**src/rtl/alu_seq.sv**
```systemverilog
// alu_seq: single-issue ALU with a valid/ready handshake on both sides.
// Logic, add/sub, signed compare and shift complete in one cycle; MUL runs
// an unsigned shift-add multiplier for WIDTH cycles in a dedicated state.
//
// Ports:
//   Clk       rising-edge clock
//   Rst       synchronous active-high reset
//   InValid   request valid            InReady  block can accept this cycle
//   In1, In2  operands (WIDTH bits)    Sel      opcode (AND,OR,XOR,ADD,SUB,SLT,SLL,MUL)
//   Out       registered result, Out[WIDTH] = carry / borrow / unsigned overflow
//   Zero      Out[WIDTH-1:0] == 0      Ovf      signed overflow
//   OutValid  result present           OutReady consumer takes the result
module alu_seq #(
  parameter int WIDTH = 32
) (
  input  logic             Clk,
  input  logic             Rst,
  input  logic             InValid,
  output logic             InReady,
  input  logic [WIDTH-1:0] In1,
  input  logic [WIDTH-1:0] In2,
  input  logic [2:0]       Sel,
  output logic [WIDTH:0]   Out,
  output logic             Zero,
  output logic             Ovf,
  output logic             OutValid,
  input  logic             OutReady
);

  localparam int SHW = $clog2(WIDTH);

  localparam logic [2:0] OP_AND = 3'd0;
  localparam logic [2:0] OP_OR  = 3'd1;
  localparam logic [2:0] OP_XOR = 3'd2;
  localparam logic [2:0] OP_ADD = 3'd3;
  localparam logic [2:0] OP_SUB = 3'd4;
  localparam logic [2:0] OP_SLT = 3'd5;
  localparam logic [2:0] OP_SLL = 3'd6;
  localparam logic [2:0] OP_MUL = 3'd7;

  localparam logic [SHW-1:0] CNT_ONE  = SHW'(1);
  localparam logic [SHW-1:0] CNT_LAST = SHW'(WIDTH - 1);

  typedef enum logic [0:0] {
    ST_IDLE = 1'b0,
    ST_MUL  = 1'b1
  } state_e;

  state_e             state_q, state_d;
  logic [WIDTH:0]     out_q, out_d;
  logic               zero_q, zero_d;
  logic               ovf_q, ovf_d;
  logic               out_valid_q, out_valid_d;
  // prod holds {partial high product, remaining multiplier bits}; it shifts
  // right once per iteration so the multiplier LSB is always prod_q[0].
  logic [2*WIDTH-1:0] prod_q, prod_d;
  logic [WIDTH-1:0]   mcand_q, mcand_d;
  logic [SHW-1:0]     cnt_q, cnt_d;

  logic               accept_s;
  logic [WIDTH:0]     add_s;
  logic [WIDTH:0]     sub_s;
  logic [WIDTH:0]     alu_res_s;
  logic               alu_ovf_s;
  logic [WIDTH:0]     step_sum_s;
  logic [2*WIDTH-1:0] prod_step_s;

  assign InReady  = (state_q == ST_IDLE) && (!out_valid_q || OutReady);
  assign accept_s = InValid && InReady;

  assign Out      = out_q;
  assign Zero     = zero_q;
  assign Ovf      = ovf_q;
  assign OutValid = out_valid_q;

  // Single-cycle datapath for every opcode except MUL.
  always_comb begin
    // A WIDTH+1 bit subtraction leaves the unsigned borrow in the top bit.
    add_s     = {1'b0, In1} + {1'b0, In2};
    sub_s     = {1'b0, In1} - {1'b0, In2};
    alu_res_s = {(WIDTH+1){1'b0}};
    alu_ovf_s = 1'b0;
    case (Sel)
      OP_AND: alu_res_s = {1'b0, In1 & In2};
      OP_OR:  alu_res_s = {1'b0, In1 | In2};
      OP_XOR: alu_res_s = {1'b0, In1 ^ In2};
      OP_ADD: begin
        alu_res_s = add_s;
        alu_ovf_s = (In1[WIDTH-1] == In2[WIDTH-1]) && (add_s[WIDTH-1] != In1[WIDTH-1]);
      end
      OP_SUB: begin
        alu_res_s = sub_s;
        alu_ovf_s = (In1[WIDTH-1] != In2[WIDTH-1]) && (sub_s[WIDTH-1] != In1[WIDTH-1]);
      end
      OP_SLT: alu_res_s = {{WIDTH{1'b0}}, ($signed(In1) < $signed(In2))};
      OP_SLL: alu_res_s = {1'b0, In1 << In2[SHW-1:0]};
      default: begin
        alu_res_s = {(WIDTH+1){1'b0}};
        alu_ovf_s = 1'b0;
      end
    endcase
  end

  // One shift-add multiplier iteration.
  always_comb begin
    step_sum_s  = {1'b0, prod_q[2*WIDTH-1:WIDTH]} +
                  (prod_q[0] ? {1'b0, mcand_q} : {(WIDTH+1){1'b0}});
    prod_step_s = {step_sum_s, prod_q[WIDTH-1:1]};
  end

  // Next-state and result-register logic for the IDLE/MUL controller.
  always_comb begin
    state_d     = state_q;
    out_d       = out_q;
    zero_d      = zero_q;
    ovf_d       = ovf_q;
    out_valid_d = out_valid_q;
    prod_d      = prod_q;
    mcand_d     = mcand_q;
    cnt_d       = cnt_q;
    case (state_q)
      ST_IDLE: begin
        if (accept_s) begin
          if (Sel == OP_MUL) begin
            state_d     = ST_MUL;
            prod_d      = {{WIDTH{1'b0}}, In2};
            mcand_d     = In1;
            cnt_d       = {SHW{1'b0}};
            // Accept implies any pending result is being consumed now.
            out_valid_d = 1'b0;
          end else begin
            out_d       = alu_res_s;
            zero_d      = (alu_res_s[WIDTH-1:0] == {WIDTH{1'b0}});
            ovf_d       = alu_ovf_s;
            out_valid_d = 1'b1;
          end
        end else if (out_valid_q && OutReady) begin
          out_valid_d = 1'b0;
        end else begin
          out_valid_d = out_valid_q;
        end
      end
      ST_MUL: begin
        prod_d = prod_step_s;
        cnt_d  = cnt_q + CNT_ONE;
        if (cnt_q == CNT_LAST) begin
          state_d     = ST_IDLE;
          out_d       = {|prod_step_s[2*WIDTH-1:WIDTH], prod_step_s[WIDTH-1:0]};
          zero_d      = (prod_step_s[WIDTH-1:0] == {WIDTH{1'b0}});
          ovf_d       = 1'b0;
          out_valid_d = 1'b1;
        end else if (out_valid_q && OutReady) begin
          out_valid_d = 1'b0;
        end else begin
          out_valid_d = out_valid_q;
        end
      end
      default: begin
        state_d = ST_IDLE;
      end
    endcase
  end

  // State and result registers with synchronous reset.
  always_ff @(posedge Clk) begin
    if (Rst) begin
      state_q     <= ST_IDLE;
      out_q       <= {(WIDTH+1){1'b0}};
      zero_q      <= 1'b0;
      ovf_q       <= 1'b0;
      out_valid_q <= 1'b0;
      prod_q      <= {(2*WIDTH){1'b0}};
      mcand_q     <= {WIDTH{1'b0}};
      cnt_q       <= {SHW{1'b0}};
    end else begin
      state_q     <= state_d;
      out_q       <= out_d;
      zero_q      <= zero_d;
      ovf_q       <= ovf_d;
      out_valid_q <= out_valid_d;
      prod_q      <= prod_d;
      mcand_q     <= mcand_d;
      cnt_q       <= cnt_d;
    end
  end

endmodule

```
**config.mk**
```make
export PLATFORM = sky130hd
export DESIGN_NAME = alu_seq
export DESIGN_NICKNAME = d
export VERILOG_FILES = /design/src/rtl/alu_seq.sv
export SDC_FILE = /design/constraint.sdc
export NUM_CORES = 1
export LEC_CHECK = 0
export BUFFER_PORTS_ARGS = -buffer_cell sky130_fd_sc_hd__buf_2
export CAP_MARGIN = 30
export CELL_PAD_IN_SITES_DETAIL_PLACEMENT = 2
export CELL_PAD_IN_SITES_GLOBAL_PLACEMENT = 2
export CORE_MARGIN = 10
export CORE_UTILIZATION = 39
export DETAILED_ROUTE_END_ITERATION = 6
export PLACE_DENSITY_LB_ADDON = 0.12
export SETUP_SLACK_MARGIN = 0.02
export SLEW_MARGIN = 20
export SYNTH_ARGS = -nofsm -noshare
export SYNTH_HDL_FRONTEND = slang
export SYNTH_SLANG_ARGS = --single-unit
```
**constraint.sdc**
```tcl
create_clock -name Clk -period 8.5 [get_ports Clk]
set_input_delay 1.275 -clock Clk [delete_from_list [all_inputs] [get_ports Clk]]
set_output_delay 1.275 -clock Clk [all_outputs]
set_load 0.05 [all_outputs]
```
# --- Word level (Yosys, flattened, before mapping) ---
# Index checks and enable logic that the tools add are counted.
word_totals:
  reg_bits: 138
  elab_cells: 78
op_classes:
  n_addsub: 4
  magnitude_cmp: 1
  n_eq_ne: 16
  shift: 1
  muxes: 30
  bitwise_logic: 4
  reduce_logical: 14
op_table:
  columns: ["op", "count"]
  rows:
  - ["33-bit case mux with 7 select lines", 1]
  - ["64-bit two-way mux", 2]
  - ["64-bit case mux with 2 select lines", 1]
  - ["33-bit two-way mux", 3]
  - ["32-bit by 32-bit adder with 33-bit output", 2]
  - ["33-bit case mux with 2 select lines", 1]
  - ["32-bit logical NOT", 2]
  - ["32-bit by 32-bit subtractor with 33-bit output", 1]
  - ["32-bit AND", 1]
  - ["32-bit < comparator", 1]
  - ["32-bit two-way mux", 1]
  - ["32-bit OR", 1]
  - ["32-bit OR reduction", 1]
  - ["32-bit by 5-bit << shifter with 32-bit output", 1]
  - ["32-bit XOR", 1]
  - ["1-bit two-way mux", 13]
  - ["3-bit equality test (second input constant)", 4]
  - ["5-bit two-way mux", 2]
  - ["1-bit case mux with 2 select lines", 5]
  - ["5-bit case mux with 2 select lines", 1]
  - ["3-bit by 2-bit equality test with 1-bit output (second input constant)", 2]
  - ["3-bit AND reduction", 2]
  - ["5-bit by 1-bit adder with 5-bit output (second input constant)", 1]
  - ["5-bit equality test (second input constant)", 1]
  - ["other kinds (11)", 19]

# --- Logic depth before layout (Yosys ltp) ---
depth:
  ltp_word: 7
  depth_mapped: 17
  mapped_depth_nobuf: 15

# --- Worst setup path before layout ---
# OpenSTA, ideal clock, no wires.
synth_path:
  kind: "in2reg"
  start: "input port In2[2]"
  end: "register zero_q, in the netlist Zero"
  setup_time_ns: 0.088
  arrival_time_ns: 5.148
  required_ns: 8.412
  slack_ns: 3.264
  stages: 17
  n_path_buf: 4
  path_cell_list: "clkbuf_1 buf_2 inv_2 buf_1 ha_1 buf_4 o21ai_0 o211ai_2 a32oi_1 a21boi_0 mux2i_1 or4b_1 a211o_1 nor4_1 and4_1 nand2_1 o32ai_2"
synth_via:
  elab_chain_len: 6
  word_cells_on_any_way: 12
  classes_between: "2 x add/sub; 1 x order compare; 1 x shift; 4 x mux; 3 x bitwise; 1 x reduce/logical"
synth_lines:
  columns: ["item", "line", "source"]
  rows:
  - ["from (decl)", "21", "input logic [WIDTH-1:0] In2,"]
  - ["32-bit by 32-bit subtractor with 33-bit output, or another cell as far along", "80", "sub_s = {1'b0, In1} - {1'b0, In2};"]
  - ["33-bit case mux with 7 select lines *", "83", "case (Sel)"]
  - ["32-bit logical NOT *", "133", "zero_d = (alu_res_s[WIDTH-1:0] == {WIDTH{1'b0}});"]
  - ["1-bit two-way mux *", "124", "if (Sel == OP_MUL) begin"]
  - ["1-bit two-way mux *", "123", "if (accept_s) begin"]
  - ["1-bit case mux with 2 select lines *", "121", "case (state_q)"]
  - ["to (signal assigned)", "178", "zero_q <= zero_d;"]
  - ["to (decl)", "51", "logic zero_q, zero_d;"]
# Every way passes the cells marked *; elsewhere a longest branch is shown, timed or not. The select of a mux whose other input is x is not followed.
# A chain may end at the register's enable or synchronous reset.

# --- Worst setup path in the final report ---
layout_path:
  start: "input port In2[3]"
  end: "register zero_q, in the netlist Zero"
# Same word-level chain as after synthesis.

==> metrics.cfg <==
[outcome]
status = finished clean

[finish]
n_antenna_cell = 0
final_cell_mix = 220 x a21oi_1, 218 x nand2_1, 181 x nor2_1
final_layout_size_suffix_gt1_share_pct = 11.6
final_common_cell = a21oi_1
regArea_mm2 = 0.00276
num-fill-cells = 4590
stdcell_count = 2575
syn_to_final_growth_pct = 9.35
multiInputGateArea_mm2 = 0.0114
nNetsFinal = 2254

[grt]
grt_max_degree = 80
antenna_found_initial = 1
grt-ovfl-total = 0
grt_pass1_vias = 17706
grt_use_total_pct = 30.9
grt_pass1_wl_um = 113000

[logic_synthesis]
syn_inst = 2040
yosysUniqueCellTypes = 94
synth.yosys.warnings = 0
async_reset_ff_share_pct = 0
syn_avg_cell_area_um2 = 7.41
ys_seq_area_share_pct = 18.3
synth_seq_cells = 138
netlist_area_mm2 = 0.0151
synth-edff-count = 0
ys.flop_type = dfxtp_1
syn_nets = 2250

[floorplanning]
io_pins = 108
die-area_mm2 = 0.0470
die_w_um = 217
initial_core_util_pct = 39.3
coreArea_mm2 = 0.0385
rows = 72
die_h_um = 217

[power_and_ir_drop]
power_leakage_nw = 6.96
peakVddDrop_uv = 137
power_density_mw_per_mm2 = 140

[worst_hold_path]
hp-class = reg -> reg

[cts]
cts_buffers = 17
cts_setup_buffers = 0
clk_latency_ps = 480
cts_hold_buffers = 0
ctsResizeCount = 0
cts_tree = done
cts_sinks = 138
cts-root-buf = clkbuf_16
clockBufferDepth = 2
cts.clk_slew.worst_paths_ps = 60
cts_max_level = 4

[worst_setup_path]
crit_fanout = 30
worstPathRequired_ps = 8890
critPathLaunchType = input pin
ff2ff_setup_slack_ps = 3110
path_class = in -> reg
cp_data_arrival_time_ps = 6600
end_kind = register

[flow_run]
maxCapViolations = 0

[sta]
post-route-period-util_pct = 73.1
worstMarginPinSlew_ps = 930
setup_tns_ps = 0
fin_worst_skew_ps = 16.8
slew_headroom_pct = 37.9
finalSetupViolCount = 0
min_period_ps = 6210
rsz0062_at_grt = false
fmax_ghz = 0.161
fin_hold_ws_ps = 450
hold_viol_final = 0
final_max_slew_viol_count = 0

[route]
viasPerCell = 6.52
first_pass_iters = 7
drc = 0
wl_per_cell_um = 28.9
drt-total-wl_um = 74400
ant_nets = 0
drt_iter0_drc = 1548
vias = 16792

[placement]
portBuffers = 107
place_hpwl_um = 56700
routabilityCongestion = 0.995
dp_cells = 2541

[registers in the layout, summed over array words and instances, names as in the netlist]
signal / cells
state_q: 1
OutValid: 1
prod_q: 64
mcand_q: 32
Ovf: 1
Out: 33
cnt_q: 5
Zero: 1
[critical path, cell delays in order]
cell and delay (ps):
buf_2 550, inv_1 430, ha_1 610, nor2_1 140, a221oi_1 570, a21oi_1 210, nor4_1 670, o41ai_2 220
a21oi_1 560, o211ai_1 260, nor4_1 490, and4_1 290, nand2_1 80, o32ai_2 220
[layout make-up]
| cell class | instances | area share, % |
|---|---|---|
| multi-input combinational | 1649 | 68.9 |
| sequential | 138 | 16.7 |
| timing repair buffer | 131 | 4.35 |
| tap | 518 | 3.92 |
| clock buffer | 19 | 2.74 |
| inverter | 107 | 2.43 |
| clock inverter | 13 | 0.954 |
[layer usage]
metal	vias up	track usage (%)	routed length [um]	part of all wire (%)
met3	160	5.58	4410	5.9
met5	-	0	0	0
met2	554	51.0	35200	47
li1	7543	-	-	-
met1	8535	38.0	31200	42
met4	0	15.6	3580	4.8
[report_power, final]
part,switching (mW),internal (mW),leakage (nW),total (mW)
Sequential,0.0194,0.668,1.12,0.687
Clock,0.343,0.453,0.294,0.796
Combinational,0.583,0.249,5.55,0.832
Total,0.945,1.37,6.96,2.32
[cells in the mapped netlist, types with 25 or more instances]
cell type	instances	area, um2
nand3_1	40	200
mux4_2	25	563
o21ai_0	67	335
ha_1	136	1700
nand2_1	218	818
inv_1	102	383
dfxtp_1	138	2760
a22oi_1	36	270
mux2i_1	87	871
nor3_1	34	170
clkbuf_1	107	402
a31oi_1	30	188
a21o_1	27	203
nor2_1	184	691
a211oi_1	35	263
a21oi_1	220	1100
and3_1	34	213
and2_1	47	294
o22ai_1	33	206
nor4_1	31	194
[logic make-up (layout without fill, tap and decap cells)]
group | count (synthesis) | in the layout | share of synthesized area, %
simple gates | 690 | 690 | 21.9
compound gates | 663 | 663 | 29.3
buf+inv | 253 | 270 | 6.58
fa+ha+maj | 139 | 139 | 11.7
flops | 138 | 138 | 18.3
xor+xnor | 34 | 34 | 1.97
mux | 123 | 123 | 10.3
[path summary, 6_finish.rpt]
path,end,cells after the start,from
hold reg to reg,mcand_q[19],2,mcand_q[19]
hold / removal,mcand_q[19],2,mcand_q[19]
setup / recovery,Zero,14,In2[3]
setup reg to reg,Out[32],15,prod_q[0]
[metrics by stage]
stage / setup WS (ps) / power [mW] / instance area, um2 / utilization (%)
2_1_floorplan: 3260 / 1.21 / 15100 / -
3_3_place_gp: 2160 / 1.49 / 15900 / 41.3
3_5_place_dp: 1940 / 1.51 / 15900 / 41.3
4_1_cts: 2450 / 2.31 / 16500 / 42.9
5_1_grt: 1980 / 2.40 / 16500 / 43.0
6_report: 2290 / 2.32 / 16500 / 43.0
No activity file was read; power rests on OpenSTA's default activity.
